===== src/rtl/dmem_pkg.sv =====
// Shared types and constants for the data-memory port (MEM stage, arbiter, data_memory).
package dmem_pkg;

  localparam int unsigned ADDR_W = 32;
  localparam int unsigned DATA_W = 32;
  localparam int unsigned MODE_W = 3;

  localparam logic [MODE_W-1:0] MODE_BYTE = 3'b000;
  localparam logic [MODE_W-1:0] MODE_HALF = 3'b001;
  localparam logic [MODE_W-1:0] MODE_WORD = 3'b010;

  typedef enum logic {
    S_SHARE = 1'b0,
    S_BURST = 1'b1
  } arb_state_t;

  typedef struct packed {
    logic              we;
    logic [MODE_W-1:0] mode;
    logic [ADDR_W-1:0] addr;
    logic [DATA_W-1:0] wdata;
  } mem_req_t;

  // Value presented to the memory when nobody holds the port
  localparam mem_req_t MEM_REQ_IDLE = '{we: 1'b0, mode: MODE_WORD, addr: '0, wdata: '0};

endpackage


===== src/rtl/dmem_req_mux.sv =====
// Routes the granted requester onto the memory port; idle defaults otherwise.
module dmem_req_mux
  import dmem_pkg::*;
(
  input  logic     core_gnt,
  input  logic     dma_gnt,
  input  mem_req_t core_req,
  input  mem_req_t dma_req,
  output mem_req_t mem_req
);

  // Grants are mutually exclusive; a denied store never reaches the memory
  always_comb begin
    mem_req = MEM_REQ_IDLE;
    if (core_gnt) begin
      mem_req = core_req;
    end else if (dma_gnt) begin
      mem_req = dma_req;
    end
  end

endmodule


===== src/rtl/dmem_arbiter.sv =====
// Data-memory arbiter: core priority, DMA starvation guard and bounded DMA bursts.
module dmem_arbiter
  import dmem_pkg::*;
#(
  parameter int unsigned STARVE_LIMIT = 4,
  parameter int unsigned MAX_BURST    = 8,
  parameter int unsigned CNT_W        = 4
) (
  input  logic              clk,
  input  logic              rst,
  input  logic              core_req,
  input  logic              core_we,
  input  logic [MODE_W-1:0] core_mode,
  input  logic [ADDR_W-1:0] core_addr,
  input  logic [DATA_W-1:0] core_wdata,
  output logic [DATA_W-1:0] core_rdata,
  output logic              core_stall,
  input  logic              dma_req,
  input  logic              dma_we,
  input  logic [MODE_W-1:0] dma_mode,
  input  logic [ADDR_W-1:0] dma_addr,
  input  logic [DATA_W-1:0] dma_wdata,
  input  logic              dma_last,
  output logic              dma_gnt,
  output logic [DATA_W-1:0] dma_rdata,
  output logic              dma_rvalid,
  output logic              mem_we,
  output logic [MODE_W-1:0] mem_mode,
  output logic [ADDR_W-1:0] mem_addr,
  output logic [DATA_W-1:0] mem_wdata,
  input  logic [DATA_W-1:0] mem_rdata
);

  arb_state_t        state_q, state_d;
  logic [CNT_W-1:0]  starve_cnt_q, starve_cnt_d;
  logic [CNT_W-1:0]  burst_cnt_q, burst_cnt_d;
  logic [CNT_W-1:0]  beat_cnt;
  logic              core_pri_q, core_pri_d;
  logic [DATA_W-1:0] dma_rdata_q, dma_rdata_d;
  logic              dma_rvalid_q, dma_rvalid_d;
  logic              core_gnt;
  mem_req_t          core_bus, dma_bus, mem_bus;

  // Grant decision from registered state and live requests; nothing granted in reset
  always_comb begin
    core_gnt = 1'b0;
    dma_gnt  = 1'b0;
    if (!rst) begin
      if (state_q == S_BURST) begin
        dma_gnt = dma_req;
      end else if (core_req && dma_req) begin
        if (!core_pri_q && (starve_cnt_q >= CNT_W'(STARVE_LIMIT))) begin
          dma_gnt = 1'b1;
        end else begin
          core_gnt = 1'b1;
        end
      end else begin
        core_gnt = core_req;
        dma_gnt  = dma_req;
      end
    end
  end

  assign core_stall = ~rst & core_req & ~core_gnt;
  assign core_rdata = mem_rdata;
  assign beat_cnt   = burst_cnt_q + CNT_W'(1);

  // Next-state: burst tracking, starvation counter and DMA read capture
  always_comb begin
    state_d      = state_q;
    burst_cnt_d  = burst_cnt_q;
    core_pri_d   = 1'b0;
    starve_cnt_d = starve_cnt_q;
    dma_rvalid_d = dma_gnt & ~dma_we;
    dma_rdata_d  = dma_rdata_q;

    if (dma_gnt || !dma_req) begin
      starve_cnt_d = '0;
    end else if (starve_cnt_q < CNT_W'(STARVE_LIMIT)) begin
      starve_cnt_d = starve_cnt_q + CNT_W'(1);
    end

    if (dma_gnt && !dma_we) begin
      dma_rdata_d = mem_rdata;
    end

    case (state_q)
      S_SHARE: begin
        if (dma_gnt && !dma_last) begin
          state_d     = S_BURST;
          burst_cnt_d = CNT_W'(1);
        end
      end
      S_BURST: begin
        if (dma_gnt) begin
          if (dma_last) begin
            state_d     = S_SHARE;
            burst_cnt_d = '0;
          end else if (beat_cnt >= CNT_W'(MAX_BURST)) begin
            // Forced release: hand the core one guaranteed cycle
            state_d     = S_SHARE;
            burst_cnt_d = '0;
            core_pri_d  = 1'b1;
          end else begin
            burst_cnt_d = beat_cnt;
          end
        end
      end
      default: state_d = S_SHARE;
    endcase
  end

  // State and response registers with synchronous reset
  always_ff @(posedge clk) begin
    if (rst) begin
      state_q      <= S_SHARE;
      starve_cnt_q <= '0;
      burst_cnt_q  <= '0;
      core_pri_q   <= 1'b0;
      dma_rdata_q  <= '0;
      dma_rvalid_q <= 1'b0;
    end else begin
      state_q      <= state_d;
      starve_cnt_q <= starve_cnt_d;
      burst_cnt_q  <= burst_cnt_d;
      core_pri_q   <= core_pri_d;
      dma_rdata_q  <= dma_rdata_d;
      dma_rvalid_q <= dma_rvalid_d;
    end
  end

  assign dma_rdata  = dma_rdata_q;
  assign dma_rvalid = dma_rvalid_q;

  assign core_bus = '{we: core_we, mode: core_mode, addr: core_addr, wdata: core_wdata};
  assign dma_bus  = '{we: dma_we, mode: dma_mode, addr: dma_addr, wdata: dma_wdata};

  dmem_req_mux u_req_mux (
    .core_gnt (core_gnt),
    .dma_gnt  (dma_gnt),
    .core_req (core_bus),
    .dma_req  (dma_bus),
    .mem_req  (mem_bus)
  );

  assign mem_we    = mem_bus.we;
  assign mem_mode  = mem_bus.mode;
  assign mem_addr  = mem_bus.addr;
  assign mem_wdata = mem_bus.wdata;

endmodule


===== config.mk =====
export PLATFORM = sky130hd
export DESIGN_NAME = dmem_arbiter
export DESIGN_NICKNAME = d
export VERILOG_FILES = /design/src/rtl/dmem_pkg.sv /design/src/rtl/dmem_req_mux.sv /design/src/rtl/dmem_arbiter.sv
export SDC_FILE = /design/constraint.sdc
export NUM_CORES = 1
export LEC_CHECK = 0
export BUFFER_PORTS_ARGS = -buffer_cell sky130_fd_sc_hd__buf_2
export CAP_MARGIN = 0
export CORE_AREA = 5 5 117 119
export CTS_CLUSTER_SIZE = 40
export DETAILED_ROUTE_END_ITERATION = 8
export DIE_AREA = 0 0 122 124
export GPL_ROUTABILITY_DRIVEN = 0
export HOLD_SLACK_MARGIN = 0.06
export MAX_ROUTING_LAYER = met4
export PLACE_DENSITY_LB_ADDON = 0.08
export SYNTH_ARGS = -nofsm -noshare
export SYNTH_HDL_FRONTEND = slang
export SYNTH_SLANG_ARGS = --single-unit

===== constraint.sdc =====
create_clock -name clk -period 7 [get_ports clk]
set_clock_uncertainty 0.05 [all_clocks]
set_input_delay 2.1 -clock clk [delete_from_list [all_inputs] [get_ports clk]]
set_output_delay 2.1 -clock clk [all_outputs]
set_load 0.01 [all_outputs]

==> Implementation_results.wiki, run 1 <==
{| class="wikitable"
! Metric !! Value
|-
| Area of combinational cells with multiple inputs || 1340 um^2
|-
| Maximum root-to-sink buffer count || 2
|-
| Instance count of the mapped netlist || 276
|-
| Portion of synthesized cell area occupied by the leading cell type || 33.7%
|-
| Worst-skew pair later-pin latency || 0.28 ns
|-
| Effective utilization at floorplan || between 20% and 30%
|-
| Routed length on met1 || 4.27 mm
|-
| Number of synthesized flops with an enable pin || 0
|-
| Synth async-reset ratio || 0%
|-
| Mean Syn Cell Area || about 9.3 um^2
|-
| Top cell by count, worst path || sky130_fd_sc_hd__buf_2
|-
| # rows || 41
|-
| Met3 WL post-DR || between 800 and 900 um
|-
| Core box area || around 12000 um^2
|-
| Arrival time reported for the critical path endpoint || 4.04 ns
|-
| Total power density per cell area || 170 nW/um^2
|-
| Clock slew seen by the registers of the worst setup and hold paths || 0.06 ns
|-
| Clock root buffer master || sky130_fd_sc_hd__clkbuf_16
|-
| TritonCTS Buffers || 5
|-
| Slew Limit Headroom || between 50 and 60%
|-
| Sequential fraction of the synthesis area || about 34%
|-
| Die span in x || 122 um
|-
| Average wire per standard cell || 15.7 um
|-
| CP Launch Type || input pin
|-
| Number of max-cap violations || 0
|-
| Commonest cells after routing, fill and taps aside || sky130_fd_sc_hd__buf_2 (307), sky130_fd_sc_hd__a22o_1 (67), sky130_fd_sc_hd__dfxtp_1 (43)
|-
| Number of top-level design ports || 308
|-
| Count of buffers inserted at the top-level ports || 307
|-
| Top metal layer carrying routed signals || met4
|-
| Antenna violations before repair || 0
|-
| Launching element of the worst setup path || rst
|-
| # setup viols final || 0
|-
| Kind of critical path || in -> out
|-
| Average via count per standard cell || ~4.3
|-
| Summed negative setup slack over all endpoints || 0 ns
|-
| Worst-Margin Slew || 0.721 ns
|-
| Count of buffer and inverter cells on the critical path || 4
|-
| Number of buffers inserted to repair setup after CTS || 0
|-
| Met2 wire length || slightly below 6 mm
|-
| Final core occ || 33.5%
|-
| Post-CTS resize count || 0
|-
| Commonest non-fill, non-tap cell in the layout || sky130_fd_sc_hd__buf_2
|-
| Final #Nets || approximately 710
|-
| Overall power consumption || 712 uW
|-
| Filler Cells Inserted || around 1300
|-
| DPL Wire Length || 9.38 mm
|-
| Layout cell share with drive strength beyond 1 || 60.0%
|-
| Reported leakage power || 0.00226 uW
|-
| Portion of the clock cycle consumed by the worst path in the final layout || 88.4%
|-
| Count of endpoints failing hold in the final timing report || 0
|-
| Antenna viol nets, final || 0
|-
| Combined flip-flop and latch cell area || 861 um^2
|-
| Type of destination of the critical path || primary output
|-
| Total DRC errors in the routed layout || 0
|-
| Wirelength, routed || 11.2 mm
|-
| Die extent in y || 124 um
|-
| Worst vdd rail ir drop || 0.0000673 V
|-
| Number of distinct library cells after synthesis || 33
|-
| Area Overhead vs Synth || 63.4%
|-
| Worst r2r src || state_q
|-
| Area of the die || 15100 um^2
|-
| Wire length of the first global-routing pass || between 15 and 20 mm
|-
| Net count of the mapped netlist || 451
|-
| Drt initial violations || between 100 and 150
|-
| Clock tree from TritonCTS || done
|-
| Number of flip-flops and latches in the synthesized netlist || 43
|-
| Via count of the first global-routing pass || 3039
|-
| Largest stage delay on the critical path || approximately 0.60 ns
|-
| Required time reported for the critical path endpoint || 4.85 ns
|-
| TritonCTS sink count || 43
|-
| Number of buffers added to fix hold violations after cts || 0
|-
| Hold crit path type || reg -> reg
|-
| Outcome || completed
|-
| Shortest period the worst path allows || 6.19 ns
|-
| Largest area contributor in the synthesized netlist || sky130_fd_sc_hd__dfxtp_1
|-
| Worst Path Max Fanout || 69
|-
| Final Max Slew Viols || 0
|-
| Setup repair after global routing missed its margin || false
|-
| H-tree depth reported by CTS || 2
|-
| Detailed-route via count || 3064
|-
| Worst-path cell with the longest stage delay || sky130_fd_sc_hd__buf_4
|-
| Top delay family on crit path || buffers and inverters
|-
| Number of warnings reported in the yosys synthesis log || 0
|-
| Synth Cell Area || 2550 um^2
|-
| Largest net degree at the start of global routing || 70
|-
| CP Cell Sequence || buf_2 -> inv_2 -> nand2_1 -> a211oi_4 -> buf_4 -> a22o_1 -> buf_2
|-
| Synth area leaders || sky130_fd_sc_hd__dfxtp_1 (34%), sky130_fd_sc_hd__a22o_1 (23%), sky130_fd_sc_hd__mux2i_1 (13%)
|-
| Global route total overflow || 0
|-
| First-pass iteration count of the detailed router || 4
|-
| Worst Min Path Start || burst_cnt_q[0]
|-
| Global-route total usage across every layer || a little over an eighth
|-
| Number of antenna diodes || 0
|-
| Commonest register cell after synthesis || sky130_fd_sc_hd__dfxtp_1
|-
| Max Clock Freq || roughly 160 MHz
|}
==> worst register-to-register path, stage by stage (launching register included) <==
cell,delay [ns]
sky130_fd_sc_hd__dfxtp_1,0.49
sky130_fd_sc_hd__and3b_1,0.32
sky130_fd_sc_hd__a211oi_4,0.27
sky130_fd_sc_hd__buf_4,0.49
sky130_fd_sc_hd__mux2i_1,0.29
sky130_fd_sc_hd__nor2_1,0.06
==> synthesized netlist by cell type, drive strengths merged (3+ instances only) <==
cell type,count
a22o,67
dfxtp,43
nor2,41
buf,40
mux2i,32
clkbuf,14
a21oi,6
inv,4
a211oi,3
nand2,3
nand2b,3
==> sequential cells by signal (all words and copies together) (netlist names) <==
register / cells
burst_cnt_q: 4
core_pri_q: 1
dma_rdata: 32
dma_rvalid: 1
starve_cnt_q: 4
state_q: 1
==> layout make-up <==
cell class	count	area share (%)
clock buffer	5	3.00
clock inverter	3	1.05
inverter	4	0.360
multi-input combinational	175	32.2
sequential	43	20.6
tap	172	5.16
timing repair buffer	310	37.6
==> routing by layer <==
metal	vias up	global-route usage [%]
met2	162	23.0
li1	1507	-
met3	12	2.86
met5	-	-
met1	1383	15.3
met4	0	3.78
==> report_power, final <==
| part | total (uW) | internal (uW) | switching (uW) | leakage (uW) |
|---|---|---|---|---|
| combinational | 195 | 97.3 | 98.1 | 0.00183 |
| clock | 259 | 168 | 91.4 | 0.0000838 |
| sequential | 257 | 252 | 4.51 | 0.000349 |
| total | 712 | 518 | 194 | 0.00226 |
==> per-stage QoR <==
step / cell area, um^2 / cells / worst slack (ns) / hold slack (ns)
global route: 4170 / 712 / 0.663 / 0.461
detailed placement: 4010 / 704 / 0.810 / 0.421
floorplan: 2550 / 276 / 1.47 / 0.399
CTS: 4170 / 712 / 0.808 / 0.429
finish: 4170 / 712 / 0.812 / 0.426
global placement: 4010 / 704 / 0.819 / 0.418
==> logic make-up after synthesis <==
logic type                 Yosys count  synth area share, %
adders and majority gates            2                0.979
muxes                               32                 12.5
buffers and inverters               58                 14.3
AOI/OAI and AO/OA                   83                 28.0
and+or+nand+nor                     55                 9.40
xor gates and xnor gates             3                 1.03
DFF                                 43                 33.7
==> path summary, 6_finish.rpt <==
kind,endpoint,slack (ns),cells after the start
worst max-delay path,mem_wdata[22],0.81,7
worst max register to register,dma_rdata[1],4.91,5
worst min-delay path,burst_cnt_q[0],0.43,2
worst min register to register,burst_cnt_q[0],0.43,2
Note: power is estimated with default switching activity, not from simulation.
==> run 2, diff against run 1 <==
==> constraint.sdc (replaced) <==
create_clock -name clk -period 6.7 [get_ports clk]
set_clock_uncertainty 0.05 [all_clocks]
set_input_delay 2.01 -clock clk [delete_from_list [all_inputs] [get_ports clk]]
set_output_delay 2.01 -clock clk [all_outputs]
set_load 0.01 [all_outputs]
==> Implementation_results.wiki, run 2 (synthesis results as in run 1) <==
{| class="wikitable"
! Metric !! Value
|-
| Outcome || completed (unchanged)
|-
| Worst-skew pair later-pin latency || 0.27 ns (was 0.28 ns)
|-
| CP Launch Type || input pin (unchanged)
|-
| Total internal power || 515 uW (was 518 uW)
|-
| Antenna violations before repair || 0 (unchanged)
|-
| Total power density per cell area || 171 nW/um^2 (was 170 nW/um^2)
|-
| Average wire per standard cell || 15.5 um (was 15.7 um)
|-
| Effective utilization at floorplan || 20.5% (unchanged)
|-
| Slew Limit Headroom || 53.4% (was 51.9%)
|-
| Summed negative setup slack over all endpoints || 0 ns (unchanged)
|-
| Global-route total usage across every layer || 13.3% (was 13.2%)
|-
| Wire length of the first global-routing pass || 15.4 mm (was 15.3 mm)
|-
| TritonCTS Buffers || 5 (unchanged)
|-
| Count of endpoints failing hold in the final timing report || 0 (unchanged)
|-
| Average via count per standard cell || 4.25 (was 4.30)
|-
| Clock root buffer master || sky130_fd_sc_hd__clkbuf_16 (unchanged)
|-
| CP Cell Sequence || buf_2 -> inv_2 -> nand2_1 -> a211oi_4 -> buf_12 -> a22o_1 -> buf_2 (was buf_2 -> inv_2 -> nand2_1 -> a211oi_4 -> buf_4 -> a22o_1 -> buf_2)
|-
| TritonCTS sink count || 43 (unchanged)
|-
| Antenna viol nets, final || 0 (unchanged)
|-
| Max Clock Freq || 175 MHz
|-
| Global route total overflow || 0 (unchanged)
|-
| Setup repair after global routing missed its margin || false (unchanged)
|-
| Worst-path cell with the longest stage delay || sky130_fd_sc_hd__buf_2 (was sky130_fd_sc_hd__buf_4)
|-
| Kind of critical path || in -> out (unchanged)
|-
| Filler-free cell count of the finished design || 712 (unchanged)
|-
| Max FFs per register || 32 (unchanged)
|-
| Filler Cells Inserted || 1351 (was 1342)
|-
| H-tree depth reported by CTS || 2 (unchanged)
|-
| Worst Path Max Fanout || 69 (unchanged)
|-
| Commonest cells after routing, fill and taps aside || sky130_fd_sc_hd__buf_2 (307), sky130_fd_sc_hd__a22o_1 (67), sky130_fd_sc_hd__dfxtp_1 (43) (unchanged)
|-
| DPL Wire Length || 9.25 mm (was 9.38 mm)
|-
| Psw || 200 uW (was 194 uW)
|-
| Top cell by count, worst path || sky130_fd_sc_hd__buf_2 (unchanged)
|-
| Worst-Margin Slew || 0.698 ns (was 0.721 ns)
|-
| Largest stage delay on the critical path || 0.33 ns (was 0.60 ns)
|-
| Required time reported for the critical path endpoint || 4.64 ns (was 4.85 ns)
|-
| Count of buffer and inverter cells on the critical path || 4 (unchanged)
|-
| Number of antenna diodes || 0 (unchanged)
|-
| Maximum root-to-sink buffer count || 2 (unchanged)
|-
| Number of buffers added to fix hold violations after cts || 0 (unchanged)
|-
| Arrival time reported for the critical path endpoint || 3.67 ns (was 4.04 ns)
|-
| Post-CTS resize count || 0 (unchanged)
|-
| Portion of the clock cycle consumed by the worst path in the final layout || 85.5%
|-
| Top delay family on crit path || buffers and inverters (unchanged)
|-
| Detailed-route via count || 3023 (was 3064)
|-
| Reported leakage power || 0.00226 uW (about the same)
|-
| Die extent in y || 124 um (unchanged)
|-
| First-pass iteration count of the detailed router || 4 (unchanged)
|-
| Clock tree from TritonCTS || done (unchanged)
|-
| Area of the die || 15100 um^2 (unchanged)
|-
| Core box area || 12500 um^2 (unchanged)
|-
| Wirelength, routed || 11.1 mm (was 11.2 mm)
|-
| Number of max-cap violations || 0 (unchanged)
|-
| Hold crit path type || reg -> reg (unchanged)
|-
| # setup viols final || 0 (unchanged)
|-
| Layout cell share with drive strength beyond 1 || 59.8% (was 60.0%)
|-
| Clock network fraction of design power || 33.9% (was 36.5%)
|-
| Cells after DPL || 704 (unchanged)
|-
| Via count of the first global-routing pass || 2971 (was 3039)
|-
| Die span in x || 122 um (unchanged)
|-
| Number of buffers inserted to repair setup after CTS || 0 (unchanged)
|-
| Worst vdd rail ir drop || 0.0000746 V (was 0.0000673 V)
|-
| Largest net degree at the start of global routing || 70 (unchanged)
|-
| Fraction of power spent switching nets || 27.9% (was 27.3%)
|-
| Shortest period the worst path allows || 5.73 ns
|-
| Clock slew seen by the registers of the worst setup and hold paths || 0.06 ns (about the same)
|-
| Total DRC errors in the routed layout || 0 (unchanged)
|-
| Count of buffers inserted at the top-level ports || 307 (unchanged)
|-
| Commonest non-fill, non-tap cell in the layout || sky130_fd_sc_hd__buf_2 (unchanged)
|-
| Area Overhead vs Synth || 63.2% (was 63.4%)
|-
| Combinational Power Share || 28.6% (was 27.5%)
|-
| # rows || 41 (unchanged)
|-
| Type of destination of the critical path || primary output (unchanged)
|-
| Relative contribution of sequential cells to total power || 37.5% (was 36.1%)
|-
| Final Max Slew Viols || 0 (unchanged)
|-
| Final #Nets || 714 (unchanged)
|-
| Number of top-level design ports || 308 (unchanged)
|-
| Drt initial violations || 171 (was 130)
|}
==> run 2: cell count changes in the layout (fill, tap and decap cells not counted), sizes merged <==
cell | previous run | this run
clkbuf | 5 | 7
bufinv | 1 | 0
clkinv | 2 | 1
==> run 2: final timing paths <==
check	depth (start not counted)	startpoint	slack, ns	endpoint
setup / recovery	7	rst	0.97	mem_wdata[2]
hold / removal	2	dma_rdata[21]	0.43	dma_rdata[21]
setup reg to reg	5	state_q	4.63	dma_rdata[8]
hold reg to reg	2	dma_rdata[21]	0.43	dma_rdata[21]
==> run 2: worst register-to-register path, delay by kind of cell, from the launching register on <==
| family | cells | cell delay (ns) |
|---|---|---|
| multiplexers | 1 | 0.31 |
| buffers and inverters | 1 | 0.48 |
| flip-flops | 1 | 0.49 |
| AO/OA/AOI/OAI | 1 | 0.25 |
| AND/OR/NAND/NOR | 2 | 0.36 |
==> run 2: routing by layer <==
layer	GRT usage, %	up-vias	part of all wire (%)
li1	-	1509	-
met1	15.4	1355	38
met2	23.8	148	54
met3	2.45	11	7.4
met4	3.15	0	1.1
met5	-	-	0
==> run 2: cell type report <==
cell class / count / area (um^2) / area share (%)
flip-flops and latches: 43 / 861 / 20.6
clock buffers: 7 / 143 / 3.42
well taps: 172 / 215 / 5.16
clock inverters: 1 / 8.76 / 0.210
repair buffers: 310 / 1580 / 38.0
inverters: 4 / 15.0 / 0.360
multi-input cells: 175 / 1340 / 32.2
==> run 2: power groups by stage <==
stage	Clock (uW)	Combinational (uW)	Sequential [uW]
floorplan	0	105	276
global placement	0	207	274
detailed placement	0	206	274
CTS	254	207	268
global route	266	222	269
finish	242	204	268
==> run 2: per-stage QoR <==
stage	hold WS, ns	area [um^2]	util, %	power (uW)	worst slack, ns
final	0.434	4170	33.4	715	0.970
after global routing	0.463	4170	33.4	757	0.866
after CTS	0.438	4170	33.4	730	0.966
after detailed placement	0.425	4020	32.2	480	0.967
after global placement	0.419	4020	32.2	481	0.988
after floorplan	0.399	2550	-	381	1.35
